==> src/rtl/sm_arb_defs_pkg.sv <==
// Shared definitions for the round-robin arbiter: FSM state encoding and
// a constant-evaluable clog2 used to size index and counter fields.
package sm_arb_defs;

  typedef enum logic [1:0] {
    IDLE  = 2'd0,
    GRANT = 2'd1,
    GAP   = 2'd2,
    ERR   = 2'd3
  } arb_state_e;

  function automatic int clog2(input int v);
    int r;
    r = 0;
    while ((1 << r) < v) r++;
    return r;
  endfunction

endpackage

==> src/rtl/sm_rr_arbiter_rr_pick.sv <==
// Rotating-priority picker: the requester just after 'owner' has top priority.
// Rotate req so owner+1 lands at bit 0, take the lowest set bit, rotate back.
module rr_pick
  import sm_arb_defs::*;
#(
  parameter int N  = 4,
  parameter int OW = clog2(N)
) (
  input  logic [N-1:0]  req,
  input  logic [OW-1:0] owner,
  output logic [OW-1:0] winner,
  output logic          valid
);

  localparam logic [OW:0] NV = (OW+1)'(N);

  logic [2*N-1:0] dbl;
  logic [2*N-1:0] shifted;
  logic [N-1:0]   rot;
  logic [OW:0]    base;
  logic [OW:0]    sum;
  logic [OW-1:0]  idx;

  // Rotate, fixed-priority pick on the rotated vector, then un-rotate (mod N).
  always_comb begin
    dbl     = {req, req};
    base    = {1'b0, owner} + 1'b1;          // may equal N: shift by N is identity
    shifted = dbl >> base;
    rot     = shifted[N-1:0];
    idx     = '0;
    for (int i = N-1; i >= 0; i--) begin
      if (rot[i]) idx = i[OW-1:0];
    end
    sum = {1'b0, idx} + base;                // < 2N, fits in OW+1 bits
    if (sum >= NV) sum = sum - NV;
    winner = sum[OW-1:0];
    valid  = |req;
  end

endmodule

==> src/rtl/sm_rr_arbiter.sv <==
// Round-robin arbiter sharing one sequential resource between N requesters.
// Three paragraphs: state register, next-state/next-output logic, registered
// outputs. An owner may hold the grant for at most MAX_HOLD cycles; holding
// longer parks the FSM in ERR until that owner releases its request.
module sm_rr_arbiter
  import sm_arb_defs::*;
#(
  parameter int N        = 4,
  parameter int MAX_HOLD = 8
) (
  input  logic                clk,
  input  logic                nrst,
  input  logic [N-1:0]        req,
  output logic [N-1:0]        gnt,
  output logic [clog2(N)-1:0] owner,
  output logic                busy,
  output logic                err
);

  localparam int OW = clog2(N);
  localparam int HW = clog2(MAX_HOLD) + 1;
  localparam logic [OW-1:0] OWNER_RST = OW'(N-1);
  localparam logic [HW-1:0] HOLD_LAST = HW'(MAX_HOLD-1);

  arb_state_e     state, state_nx;
  logic [N-1:0]   gnt_nx;
  logic [OW-1:0]  owner_nx;
  logic           busy_nx, err_nx;
  logic [HW-1:0]  hold_cnt, hold_nx;
  logic [OW-1:0]  pick_idx;
  logic           pick_vld;

  rr_pick #(.N(N), .OW(OW)) u_pick (
    .req    (req),
    .owner  (owner),
    .winner (pick_idx),
    .valid  (pick_vld)
  );

  // State register.
  always_ff @(posedge clk or negedge nrst) begin
    if (!nrst) state <= IDLE;
    else       state <= state_nx;
  end

  // Next state and next output values; owner is kept everywhere except a new
  // grant so a dropped or overrunning owner gets lowest priority next time.
  always_comb begin
    state_nx = state;
    gnt_nx   = gnt;
    owner_nx = owner;
    busy_nx  = busy;
    err_nx   = err;
    hold_nx  = hold_cnt;
    case (state)
      IDLE: begin
        gnt_nx  = '0;
        busy_nx = 1'b0;
        err_nx  = 1'b0;
        if (pick_vld) begin
          state_nx = GRANT;
          owner_nx = pick_idx;
          gnt_nx   = N'(1) << pick_idx;
          busy_nx  = 1'b1;
          hold_nx  = '0;
        end
      end
      GRANT: begin
        hold_nx = hold_cnt + 1'b1;
        // Release takes precedence over overrun in the same cycle.
        if (!req[owner]) begin
          state_nx = GAP;
          gnt_nx   = '0;
          busy_nx  = 1'b0;
        end else if (hold_cnt == HOLD_LAST) begin
          state_nx = ERR;
          gnt_nx   = '0;
          err_nx   = 1'b1;
        end
      end
      GAP: begin
        state_nx = IDLE;
        gnt_nx   = '0;
        busy_nx  = 1'b0;
        err_nx   = 1'b0;
      end
      ERR: begin
        gnt_nx = '0;
        if (!req[owner]) begin
          state_nx = IDLE;
          busy_nx  = 1'b0;
          err_nx   = 1'b0;
        end
      end
      default: begin
        state_nx = IDLE;
        gnt_nx   = '0;
        busy_nx  = 1'b0;
        err_nx   = 1'b0;
        hold_nx  = '0;
      end
    endcase
  end

  // Registered outputs and hold counter.
  always_ff @(posedge clk or negedge nrst) begin
    if (!nrst) begin
      gnt      <= '0;
      owner    <= OWNER_RST;
      busy     <= 1'b0;
      err      <= 1'b0;
      hold_cnt <= '0;
    end else begin
      gnt      <= gnt_nx;
      owner    <= owner_nx;
      busy     <= busy_nx;
      err      <= err_nx;
      hold_cnt <= hold_nx;
    end
  end

endmodule

==> config.mk <==
export PLATFORM = sky130hd
export DESIGN_NAME = sm_rr_arbiter
export DESIGN_NICKNAME = d
export VERILOG_FILES = /design/src/rtl/sm_arb_defs_pkg.sv /design/src/rtl/sm_rr_arbiter_rr_pick.sv /design/src/rtl/sm_rr_arbiter.sv
export SDC_FILE = /design/constraint.sdc
export NUM_CORES = 1
export LEC_CHECK = 0
export BUFFER_PORTS_ARGS = -buffer_cell sky130_fd_sc_hd__buf_2
export CORE_UTILIZATION = 25
export CTS_CLUSTER_SIZE = 28
export DETAILED_ROUTE_END_ITERATION = 10
export GPL_TIMING_DRIVEN = 0
export SLEW_MARGIN = 15
export SYNTH_ARGS = -nofsm -noshare
export SYNTH_HDL_FRONTEND = slang
export SYNTH_SLANG_ARGS = --single-unit
==> constraint.sdc <==
create_clock -name clk -period 5.53 [get_ports clk]
set_input_delay 0.553 -clock clk [delete_from_list [all_inputs] [get_ports clk]]
set_output_delay 0.553 -clock clk [all_outputs]
set_load 0.01 [all_outputs]
==> parameters.txt <==
Parameter                              Value

Clocking
  Clk sinks ... 14
  CTS max path bufs ... 2
  Setup Buffers After CTS ... 0
  CTS tree ... yes
  Hold-fix buffers at CTS ... 0
  Worst-skew pair later-pin latency ... 270 ps
  Clock slew seen by the registers of the worst setup and hold paths ... 90 ps
  CTS Root Cell ... sky130_fd_sc_hd__clkbuf_4
  CTS buffer count ... 3
  # H-tree levels ... 1
  Post-CTS Resized ... 0

Die
  Width of the die ... 58.9 um
  Area of the core ... 0.00305 mm^2
  Row cnt ... 20
  Effective utilization at floorplan ... 26.5%
  Number of I/O pins ... 14
  Die outline area ... 0.00346 mm^2
  Vert. Die Dim ... 58.9 um

Worst setup path
  CP arrival ... 2420 ps
  CP endpoint kind ... flop
  Worst Path Required ... 5740 ps
  Sort of element at the start of the critical path ... flop
  Worst setup path category ... flop to flop
  Largest fanout on the critical path ... 10
  Minimum setup slack among reg-to-reg paths ... 3320 ps

STA
  Clock skew after layout ... 6.01 ps
  RSZ-0062 raised after global routing ... false
  Fin. Hold Viols ... 0
  Worst hold slack across all endpoints ... 153 ps
  Final slew viol count ... 0
  Measured slew at the worst slew-check pin ... 538 ps
  Final TNS setup ... 0 ps
  Maximum clock frequency ... 453 MHz
  Max-slew headroom at the worst pin ... 63.9%
  Clock period minus worst slack ... 2210 ps
  Post-layout worst setup margin ... 3320 ps
  Endpoints failing setup ... 0
  Period utilisation layout ... 39.9%

Power
  Share of power burned in the clock network ... 14.6%
  Internal power ... 294 uW
  Leak ... 0.462 nW
  Combinational share of power ... 50.0%
  Cell Pwr Density ... 514 mW/mm^2
  Sw Ratio ... 40.7%
  Sequential cell fraction of total power ... 35.4%
  Worst VDD drop ... 0.000111 V
  Switching component of the power ... 202 uW

Logic synthesis
  Sequential share of the synthesized area ... 43.7%
  Number of synthesis warnings ... 0
  Distinct cell type count of the synthesized netlist ... 34
  Synthesized cell area ... 808 um^2
  FF+latch count, synth ... 14
  Synth Net Count ... 93
  Average cell area after synthesis ... 9.51 um^2
  Cell taking the most area after synthesis ... sky130_fd_sc_hd__dfrtp_1
  Synth Instances ... 85
  Most frequently used flop master after synthesis ... sky130_fd_sc_hd__dfrtp_1
  Commonest cells in the synthesized netlist ... 15 x sky130_fd_sc_hd__nand2_1, 12 x sky130_fd_sc_hd__dfrtp_1, 8 x sky130_fd_sc_hd__o21ai_0
  Leading cell type by number of instances after synthesis ... sky130_fd_sc_hd__nand2_1
  Fraction of registers with async set or reset after synthesis ... 100%
  Number of enable-type register cells in the synthesized netlist ... 0
  Yosys top cell area share ... 37.2%
  Synth area leaders ... sky130_fd_sc_hd__dfrtp_1 37%, sky130_fd_sc_hd__nand2_1 7.0%, sky130_fd_sc_hd__dfstp_2 6.5%

Layout
  Layout Utilization ... 31.6%
  NumNets Final ... 111
  Post-Layout Inst Area ... 965 um^2
  Antenna diode instance count ... 0
  Fraction of final layout cells sized beyond drive strength 1 ... 22.5%
  Post-synthesis to final-layout area growth ... 19.3%

Flow run
  Max-cap violation count ... 0

Placement
  Minimum setup slack after placement ... 3250 ps
  GPL Wtd Cong ... 0.828
  HPWL Detailed ... 1.23 mm
  Placed instance area ... 928 um^2
  I/O Buffers ... 13

Global route
  First-pass GRT wire length ... 2.73 mm
  Number of global-route vias before repair ... 628
  Pin count of the biggest net entering global routing ... 15
  Total congestion overflow after global routing ... 0
  Initial antenna violation count ... 0
  Gr usage total ... 10.3%

Outcome
  Status ... finished clean

Routing
  Count of nets left with antenna violations after detail routing ... 0
  Total wire length after detailed routing ... 1.55 mm
  Via count ... 674
  Initial DRC Count ... 11
  Detail-routed via count per cell ... 4.62
  Number of iterations in the first detailed-routing pass ... 4
  DRC Markers ... 0
  Average routed wire per standard cell ... 10.6 um

Hold path
  Hold Path Class ... input port to async pin
==> final cells by class <==
type,count,area (um^2)
Inverter,4,15.0
Fill cell,340,2090
Timing Repair Buffer,13,65.1
Sequential cell,14,353
Buffer,2,12.5
Multi-Input combinational cell,65,428
Tap cell,44,55.1
Clock buffer,4,36.3
==> logic make-up (layout without fill, tap and decap cells) <==
kind of cell	after synthesis	count (layout)	synth area share, %
flip-flops	14	14	43.7
XOR/XNOR	2	2	2.17
multiplexers	4	4	7.12
buffers and inverters	6	23	3.40
AND/OR/NAND/NOR	35	35	21.5
adder cells (fa/ha/maj)	2	2	3.10
AO/OA/AOI/OAI	22	22	19.0
==> worst max-delay path, stage by stage, from the launching register on <==
cell and delay, ps:
sky130_fd_sc_hd__dfstp_2 570, sky130_fd_sc_hd__buf_4 160, sky130_fd_sc_hd__o21ai_0 80, sky130_fd_sc_hd__a21boi_0 130, sky130_fd_sc_hd__o211ai_1 160, sky130_fd_sc_hd__o21ai_0 120
sky130_fd_sc_hd__ha_1 200, sky130_fd_sc_hd__xor2_1 150, sky130_fd_sc_hd__xnor2_1 350, sky130_fd_sc_hd__a32o_1 220
==> placed cells by master, fill, tap and decap left out, types with 2 or more instances in the layout <==
cell type,instances
sky130_fd_sc_hd__inv_1,4
sky130_fd_sc_hd__o211ai_1,2
sky130_fd_sc_hd__dfstp_2,2
sky130_fd_sc_hd__nor2b_1,2
sky130_fd_sc_hd__nor2_1,4
sky130_fd_sc_hd__mux2i_1,2
sky130_fd_sc_hd__nor3_1,3
sky130_fd_sc_hd__buf_2,13
sky130_fd_sc_hd__a32o_1,2
sky130_fd_sc_hd__nand2_1,15
sky130_fd_sc_hd__a21oi_1,2
sky130_fd_sc_hd__and3b_1,2
sky130_fd_sc_hd__nor3b_1,2
sky130_fd_sc_hd__clkbuf_4,3
sky130_fd_sc_hd__a21boi_0,2
sky130_fd_sc_hd__dfrtp_1,12
sky130_fd_sc_hd__ha_1,2
sky130_fd_sc_hd__o21ai_0,8
sky130_fd_sc_hd__nand2b_1,2
==> registers in the layout (all words and copies together), names as in the netlist <==
signal    count
hold_cnt      4
busy          1
owner         2
state         2
err           1
gnt           4
==> power groups by stage <==
stage / logic (mW) / registers (mW) / clock network (mW)
finish: 0.248 / 0.175 / 0.0726
detailed placement: 0.254 / 0.177 / 0
global route: 0.284 / 0.181 / 0.0803
CTS: 0.254 / 0.176 / 0.0762
floorplan: 0.184 / 0.179 / 0
global placement: 0.246 / 0.176 / 0
==> path summary, 6_finish.rpt <==
path / cells after the start / endpoint / from
worst max-delay path: 9 / gnt[3]$_DFFE_PN0P_ / owner[1]$_DFFE_PN1P_
worst min register to register: 2 / gnt[1]$_DFFE_PN0P_ / gnt[1]$_DFFE_PN0P_
min in group clk: 2 / gnt[1]$_DFFE_PN0P_ / gnt[1]$_DFFE_PN0P_
worst max register to register: 9 / gnt[3]$_DFFE_PN0P_ / owner[1]$_DFFE_PN1P_
max in group asynchronous: 1 / owner[0]$_DFFE_PN1P_ / nrst
worst min-delay path: 1 / busy$_DFFE_PN0P_ / nrst
==> stage by stage <==
stage | cells | total power, mW
2_1_floorplan | 85 | 0.363
3_3_place_gp | 142 | 0.422
3_5_place_dp | 142 | 0.432
4_1_cts | 146 | 0.506
5_1_grt | 146 | 0.546
6_report | 146 | 0.496
==> routing by layer <==
layer	track usage [%]	part of all wire (%)	vias to the layer above
met1	13.4	50	322
li1	-	-	341
met4	3.06	0	0
met2	17.2	47	11
met3	1.98	2.8	0
met5	0	0	-
Note: power is estimated with default switching activity, not from simulation.
